**config.mk**
```make
export PLATFORM = sky130hd
export DESIGN_NAME = div_unit
export DESIGN_NICKNAME = d
export VERILOG_FILES = /design/src/rtl/div_unit_pkg.sv /design/src/rtl/div_unit.sv
export SDC_FILE = /design/constraint.sdc
export NUM_CORES = 1
export LEC_CHECK = 0
export ABC_AREA = 0
export CAP_MARGIN = 40
export CORE_MARGIN = 1.5
export CORE_UTILIZATION = 25
export CTS_BUF_LIST = sky130_fd_sc_hd__clkbuf_16
export DETAILED_ROUTE_END_ITERATION = 16
export MAX_ROUTING_LAYER = met4
export PLACE_DENSITY = 0.38
export SYNTH_ARGS = -nofsm -noshare
export SYNTH_HDL_FRONTEND = slang
export SYNTH_SLANG_ARGS = --single-unit
export TNS_END_PERCENT = 5
```
**constraint.sdc**
```tcl
create_clock -name clk -period 9.6 [get_ports clk]
set_clock_uncertainty 0.1 [all_clocks]
set_input_delay 1.92 -clock clk [delete_from_list [all_inputs] [get_ports clk]]
set_output_delay 1.92 -clock clk [all_outputs]
set_load 0.05 [all_outputs]
```
**src/rtl/div_unit_pkg.sv**
```systemverilog
// Shared encodings for the iterative divider: FSM states and handshake levels.
package div_unit_pkg;

  typedef enum logic [1:0] {
    DIV_FREE   = 2'b00,
    DIV_BYZERO = 2'b01,
    DIV_ON     = 2'b10,
    DIV_END    = 2'b11
  } div_state_e;

  localparam logic RST_ENABLE           = 1'b1;
  localparam logic DIV_START            = 1'b1;
  localparam logic DIV_STOP             = 1'b0;
  localparam logic DIV_RESULT_READY     = 1'b1;
  localparam logic DIV_RESULT_NOT_READY = 1'b0;

endpackage

```
**src/rtl/div_unit.sv**
```systemverilog
// Multi-cycle restoring divider, signed or unsigned, one quotient bit per cycle.
//
// state      | meaning
// -----------+------------------------------------------------------------
// DIV_FREE   | idle, waiting for start_i (annul_i blocks acceptance)
// DIV_BYZERO | divisor was zero; result forced to 0
// DIV_ON     | shift-subtract iterations, cnt counts steps up to DATA_W
// DIV_END    | result_o/ready_o held until start_i drops
module div_unit
  import div_unit_pkg::*;
#(
  parameter int DATA_W = 32
) (
  input  logic                  clk,
  input  logic                  rst,
  input  logic                  signed_div_i,
  input  logic [DATA_W-1:0]     opdata1_i,
  input  logic [DATA_W-1:0]     opdata2_i,
  input  logic                  start_i,
  input  logic                  annul_i,
  output logic [2*DATA_W-1:0]   result_o,
  output logic                  ready_o
);

  localparam int CNT_W = $clog2(DATA_W + 1);
  localparam logic [CNT_W-1:0] CNT_LAST = CNT_W'(DATA_W);

  div_state_e             state_q, state_d;
  logic [CNT_W-1:0]       cnt_q, cnt_d;
  logic [2*DATA_W:0]      part_q, part_d;
  logic [DATA_W-1:0]      divisor_q, divisor_d;
  logic                   neg_quo_q, neg_quo_d;
  logic                   neg_rem_q, neg_rem_d;
  logic [2*DATA_W-1:0]    result_q, result_d;
  logic                   ready_q, ready_d;

  logic [DATA_W-1:0]      mag1, mag2;
  logic [DATA_W+1:0]      diff;
  logic [DATA_W-1:0]      quo_raw, rem_raw, quo_fix, rem_fix;

  // Operand magnitudes, step subtraction and final sign correction.
  always_comb begin
    mag1 = (signed_div_i && opdata1_i[DATA_W-1]) ? (~opdata1_i + 1'b1) : opdata1_i;
    mag2 = (signed_div_i && opdata2_i[DATA_W-1]) ? (~opdata2_i + 1'b1) : opdata2_i;
    // part_q[2W] is always 0 between steps; it acts as the extra guard bit so the
    // shifted remainder (up to 2*divisor-1) never overflows for large unsigned divisors.
    diff    = part_q[2*DATA_W:DATA_W-1] - {2'b00, divisor_q};
    quo_raw = part_q[DATA_W-1:0];
    rem_raw = part_q[2*DATA_W-1:DATA_W];
    quo_fix = neg_quo_q ? (~quo_raw + 1'b1) : quo_raw;
    rem_fix = neg_rem_q ? (~rem_raw + 1'b1) : rem_raw;
  end

  // Next-state and datapath updates for the divider FSM.
  always_comb begin
    state_d   = state_q;
    cnt_d     = cnt_q;
    part_d    = part_q;
    divisor_d = divisor_q;
    neg_quo_d = neg_quo_q;
    neg_rem_d = neg_rem_q;
    result_d  = result_q;
    ready_d   = ready_q;
    unique case (state_q)
      DIV_FREE: begin
        if (start_i == DIV_START && !annul_i) begin
          if (opdata2_i == '0) begin
            state_d = DIV_BYZERO;
          end else begin
            state_d   = DIV_ON;
            cnt_d     = '0;
            part_d    = {{(DATA_W+1){1'b0}}, mag1};
            divisor_d = mag2;
            neg_quo_d = signed_div_i && (opdata1_i[DATA_W-1] ^ opdata2_i[DATA_W-1]);
            neg_rem_d = signed_div_i && opdata1_i[DATA_W-1];
          end
        end
      end
      DIV_BYZERO: begin
        result_d = '0;
        ready_d  = DIV_RESULT_NOT_READY;
        state_d  = annul_i ? DIV_FREE : DIV_END;
      end
      DIV_ON: begin
        if (annul_i) begin
          state_d  = DIV_FREE;
          cnt_d    = '0;
          result_d = '0;
          ready_d  = DIV_RESULT_NOT_READY;
        end else if (cnt_q == CNT_LAST) begin
          state_d  = DIV_END;
          result_d = {rem_fix, quo_fix};
          ready_d  = DIV_RESULT_READY;
        end else begin
          cnt_d = cnt_q + 1'b1;
          if (diff[DATA_W+1])
            part_d = {part_q[2*DATA_W-1:0], 1'b0};
          else
            part_d = {diff[DATA_W:0], part_q[DATA_W-2:0], 1'b1};
        end
      end
      DIV_END: begin
        if (start_i == DIV_STOP) begin
          state_d  = DIV_FREE;
          cnt_d    = '0;
          result_d = '0;
          ready_d  = DIV_RESULT_NOT_READY;
        end else begin
          // The zero-divisor path arrives here with ready low and raises it now.
          ready_d = DIV_RESULT_READY;
        end
      end
      default: state_d = DIV_FREE;
    endcase
  end

  // State and datapath registers with synchronous reset.
  always_ff @(posedge clk) begin
    if (rst == RST_ENABLE) begin
      state_q   <= DIV_FREE;
      cnt_q     <= '0;
      part_q    <= '0;
      divisor_q <= '0;
      neg_quo_q <= 1'b0;
      neg_rem_q <= 1'b0;
      result_q  <= '0;
      ready_q   <= DIV_RESULT_NOT_READY;
    end else begin
      state_q   <= state_d;
      cnt_q     <= cnt_d;
      part_q    <= part_d;
      divisor_q <= divisor_d;
      neg_quo_q <= neg_quo_d;
      neg_rem_q <= neg_rem_d;
      result_q  <= result_d;
      ready_q   <= ready_d;
    end
  end

  assign result_o = result_q;
  assign ready_o  = ready_q;

endmodule

```
======== Word level (Yosys, flattened, before mapping) ========
Cells that the tools add are included.
word-level totals
  input port bits ......................... 69
  flip-flop bits (word level) ............. 172
  output and inout port bits .............. 65
operators by class
  reduce and logical (&&, ||, !) cells .... 16
  $add $sub $neg .......................... 6
  bitwise logic cells ..................... 6
  equality and inequality tests ........... 11
  multiplexer cells ....................... 31
operators by type and width
  kind                                           count
  2-to-1 mux 65 bit                              5
  2-to-1 mux 64 bit                              3
  case mux 64 bit (3 select lines)               1
  case mux 65 bit (2 select lines)               1
  adder 32 x 1 -> 32 bit, second input constant  4
  2-to-1 mux 32 bit                              4
  inverter 32 bit                                4
  subtractor 34 x 32 -> 34 bit                   1
  logical NOT 32 bit                             1
  2-to-1 mux 6 bit                               5
  case mux 6 bit (3 select lines)                1
  2-to-1 mux 2 bit                               6
  != test 2 bit, second input constant           5
  AND reduction 5 bit                            2
  AND reduction 3 bit                            3
  case mux 2 bit (4 select lines)                1
  adder 6 x 1 -> 6 bit, second input constant    1
  equality test 6 bit, second input constant     1
  != test 3 bit, second input constant           2
  nonzero test 3 bit                             2
  equality test 2 bit, second input constant     2
  logical AND 1 bit                              4
  2-to-1 mux 1 bit                               3
  case mux 1 bit (3 select lines)                1
  other kinds (7)                                7

======== Depth between registers and ports, before layout ========
  depth after elaboration ................. 6
  depth in mapped cells ................... 13

======== Worst setup path before layout ========
No wires, ideal clock.
  path kind ............................... input-to-reg
  from .................................... input port opdata1_i[5]
  to ...................................... register part_q[23]
  stages on the path ...................... 9
  path buffers ............................ 0
  arrival ................................. 4.233 ns
  path slack .............................. 5.135 ns
  cell sequence ........................... or4_1 > nor4_2 > nand4_1 > or4_1 > o41ai_1 > xor2_1 > o21ai_0 > nand2_1 > a21oi_1
between the ends
  longest elaborated chain between the ends .. 6
ends and longest elaborated chain
  what                              RTL line         text
  start: declaration                div_unit.sv:17   input logic [DATA_W-1:0] opdata1_i,
  inverter 32 bit                   div_unit.sv:43   mag1 = (signed_div_i && opdata1_i[DATA_W-1]) ? (~opdata1_i + 1'b1) : opdata1_i;
  adder 32 x 1 -> 32 bit            div_unit.sv:43
  2-to-1 mux 32 bit                 div_unit.sv:43
  2-to-1 mux 65 bit                 div_unit.sv:67   if (opdata2_i == '0) begin
  2-to-1 mux 65 bit                 div_unit.sv:66   if (start_i == DIV_START && !annul_i) begin
  case mux 65 bit (2 select lines)  div_unit.sv:64   unique case (state_q)
  end signal: assignment            div_unit.sv:131  part_q <= part_d;
  end: declaration                  div_unit.sv:30   logic [2*DATA_W:0] part_q, part_d;
No other way between the ends. The select of a mux whose other input is x is not followed.
A chain may end at the register's enable or synchronous reset.

======== Final worst setup path ========
  from .................................... input port opdata2_i[7]
  to ...................................... register part_q[60]
between the ends
  longest elaborated chain between the ends .. 3
ends and longest elaborated chain
  what                                  RTL line        text
  start: declaration                    div_unit.sv:18  input logic [DATA_W-1:0] opdata2_i,
  logical NOT 32 bit                    div_unit.sv:67
  != test 2 bit (no source line)        n/a
  AND reduction 5 bit (no source line)  n/a
No other way between the ends.

==> metrics.md <==
| Metric | Value |
|---|---|
| Top FF cell, synth | dfxtp_1 |
| Clk sinks | 172 |
| Postcts setup bufs | 0 |
| Number of cell rows | 76 |
| Routed WL | 37000 um |
| Distinct cells, synth | 63 |
| Commonest cells post-synth | nand2_1 (177), dfxtp_1 (172), nor2_1 (146) |
| Ports | 134 |
| Avg Inst Size Synth | 7.56 um2 |
| Synth Warn # | 0 |
| Final nets | 1649 |
| Pre-antenna DRT Iters | 5 |
| Crit path launch type | input pin |
| Die X-Extent | 213 um |
| Clk slew on worst S/H paths | 0.07 ns |
| WL/cell | 17.3 um |
| Seq cells post-synth | 172 |
| Finished Layout Cells | 2134 |
| Hold Crit Class | flop to flop |
| Share of cells above drive strength 1 | 4.52% |
| Root buffer cell | clkbuf_16 |
| CP peak stage delay | 0.70 ns |
| Setup_tns | 0 ns |
| Most frequent cell after synthesis | nand2_1 |
| Area occupied by multi-input gates | 7010 um2 |
| Worst skew pair latency | 0.46 ns |
| Max clock buf depth | 2 |
| Critical Path Fanout Max | 30 |
| Vias per inst | 4.83 |
| RePlAce Congestion | 0.820 |
| Endpoint type of the worst setup path | flop |
| Vias | 10300 |
| Die area | 45200 um2 |
| Highest clock rate | 0.163 GHz |
| Max-cap violation count | 0 |
| Fin util | 31.1% |
| VDD IR-drop max | 0.0000971 V |
| Cts hold-fix bufs | 0 |
| Unrepaired setup endpoints after global routing | false |
| Worst EP required | 9.85 ns |
| Yosys top cell area share | 31.4% |
| Post-CTS sizing | 0 |
| Die Y-Extent | 213 um |
| Period minus WS final | 6.13 ns |
| WP data arrival | 6.37 ns |
| Post-Syn Nets | 1565 |
| Filler instances | 4783 |
| Endpoints failing hold | 0 |
| Max-slew violations | 0 |
| CTS Buf Count | 17 |
| Grt ovf | 0 |
| Fin crit share | 63.8% |
| CTS HTree Levels | 4 |
| Post-synth EDFFs | 0 |
| CP max-delay cell | nand3b_1 |
| Rel. slew slack | 42.2% |
| Global-route wire length before repair | 57600 um |
| Hold_ws | 0.353 ns |
| Starting Density | 25.4% |
| Seq. cell area | 3440 um2 |
| Cell count after synthesis | 1452 |
| Starting DRT DRC Count | 421 |
| # setup viols final | 0 |
| Ratio of total power to cell area | 198 nW/um2 |
| Initial antenna violation count | 0 |
| Diode count | 0 |
| Placed insts | 2102 |
| Cells along the critical path | clkdlybuf4s50_1, or4_1, nor4_1, nand4_1, nor3_1, a2111oi_2, buf_4, nand3b_1, or2_1, nor3b_1, a221o_1 |
| Seq/Total Area, Yosys | 31.4% |
| Top post-synthesis cells by area | dfxtp_1 (31%), xnor2_1 (7.2%), a21oi_1 (6.3%) |
| Port-buffer cells | 133 |
| Vias in the first global route | 9972 |
| DP HPWL | 27600 um |
| Final instance area | 13400 um2 |
| Core region area | 43200 um2 |
| Ys async rst share | 0% |
| Syn-to-layout area delta | 22.4% |
| Worst slew pin tran | 0.864 ns |
| DRC Markers | 0 |
| GRT Total Usage | 17.1% |
| Status | complete, no violations |
| Worst setup path class | input pin to flop |
| Largest net degree at the start of global routing | 69 |
| CTS tree | built |
| Final antenna-violating net count | 0 |
| Leak | 4.80 nW |
| Dpl cell area | 12900 um2 |
| Mapped cell area | 11000 um2 |
| Yosys top cell by area | dfxtp_1 |
## final cells by class
type,count,share of cell area [%]
multi-input cells,1139,52.2
inverters,57,1.59
clock inverters,15,1.17
repair buffers,149,10.8
clock buffers,17,3.17
flip-flops and latches,172,25.6
well taps,585,5.45
## power breakdown
| group | switching [W] | internal (W) |
|---|---|---|
| Clock | 0.000313 | 0.000404 |
| Combinational | 0.000726 | 0.000375 |
| Sequential | 0.0000677 | 0.000781 |
## metrics by stage
step | setup slack, ns | power [W]
after floorplan | 5.14 | 0.00165
after global routing | 3.07 | 0.00288
after detailed placement | 3.00 | 0.00199
final | 3.47 | 0.00267
after CTS | 3.47 | 0.00272
after global placement | 3.09 | 0.00199
## flip-flops by register name, summed over array words and instances, names as in the netlist
signal and count:
ready_o 1, neg_rem_q 1, cnt_q 6, part_q 65, result_o 64, state_q 2
divisor_q 32, neg_quo_q 1
## critical path, delay by kind of cell
family                 cells  cell delay, ns
AOI/OAI and AO/OA          2            0.40
buffers and inverters      2            0.77
and+or+nand+nor            7            3.26
## cell families (layout without fill, tap and decap cells)
family	count (synthesis)	count (layout)	synth area share [%]
buffers and inverters	141	238	4.99
and+or+nand+nor	493	493	21.0
muxes	10	10	0.923
DFF	172	172	31.4
xor gates and xnor gates	145	145	11.6
adders and majority gates	44	44	5.08
AOI/OAI and AO/OA	447	447	25.1
## layout by cell type (no fill, tap or decap), types with 10 or more instances in the layout
cell type and n:
a21o_1 16, or3_1 16, xnor2_1 90, nor4_1 10
inv_1 59, a21oi_1 139, nand2_1 176, clkbuf_16 17
dfxtp_1 172, nand2b_1 10, clkdlybuf4s50_1 132, o31ai_1 22
nor2_1 144, xor2_1 55, buf_4 15, a22oi_1 37
o41ai_1 12, a211oi_1 37, nand3b_1 12, nor3_1 35
nand3_1 19, ha_1 42, o21ai_0 119, or4_1 15
## worst paths after layout
path / startpoint / end / slack [ns] / cells past startpoint
setup reg to reg: state_q[0]$_SDFFE_PP0P_ / part_q[64]$_SDFFE_PP0P_ / 5.47 / 11
setup / recovery: opdata2_i[7] / part_q[60]$_SDFFE_PP0P_ / 3.47 / 11
hold / removal: divisor_q[26]$_SDFFE_PP0P_ / divisor_q[26]$_SDFFE_PP0P_ / 0.35 / 2
hold reg to reg: divisor_q[26]$_SDFFE_PP0P_ / divisor_q[26]$_SDFFE_PP0P_ / 0.35 / 2
## metal layers
| metal | up-vias | part of all wire [%] | GRT usage (%) |
|---|---|---|---|
| met5 | - | 0 | - |
| met4 | 0 | 1.7 | 4.38 |
| met3 | 22 | 2.7 | 2.81 |
| met2 | 124 | 49 | 28.6 |
| met1 | 4858 | 47 | 21.4 |
| li1 | 5307 | - | - |
Power figures use the tool's default switching activity.
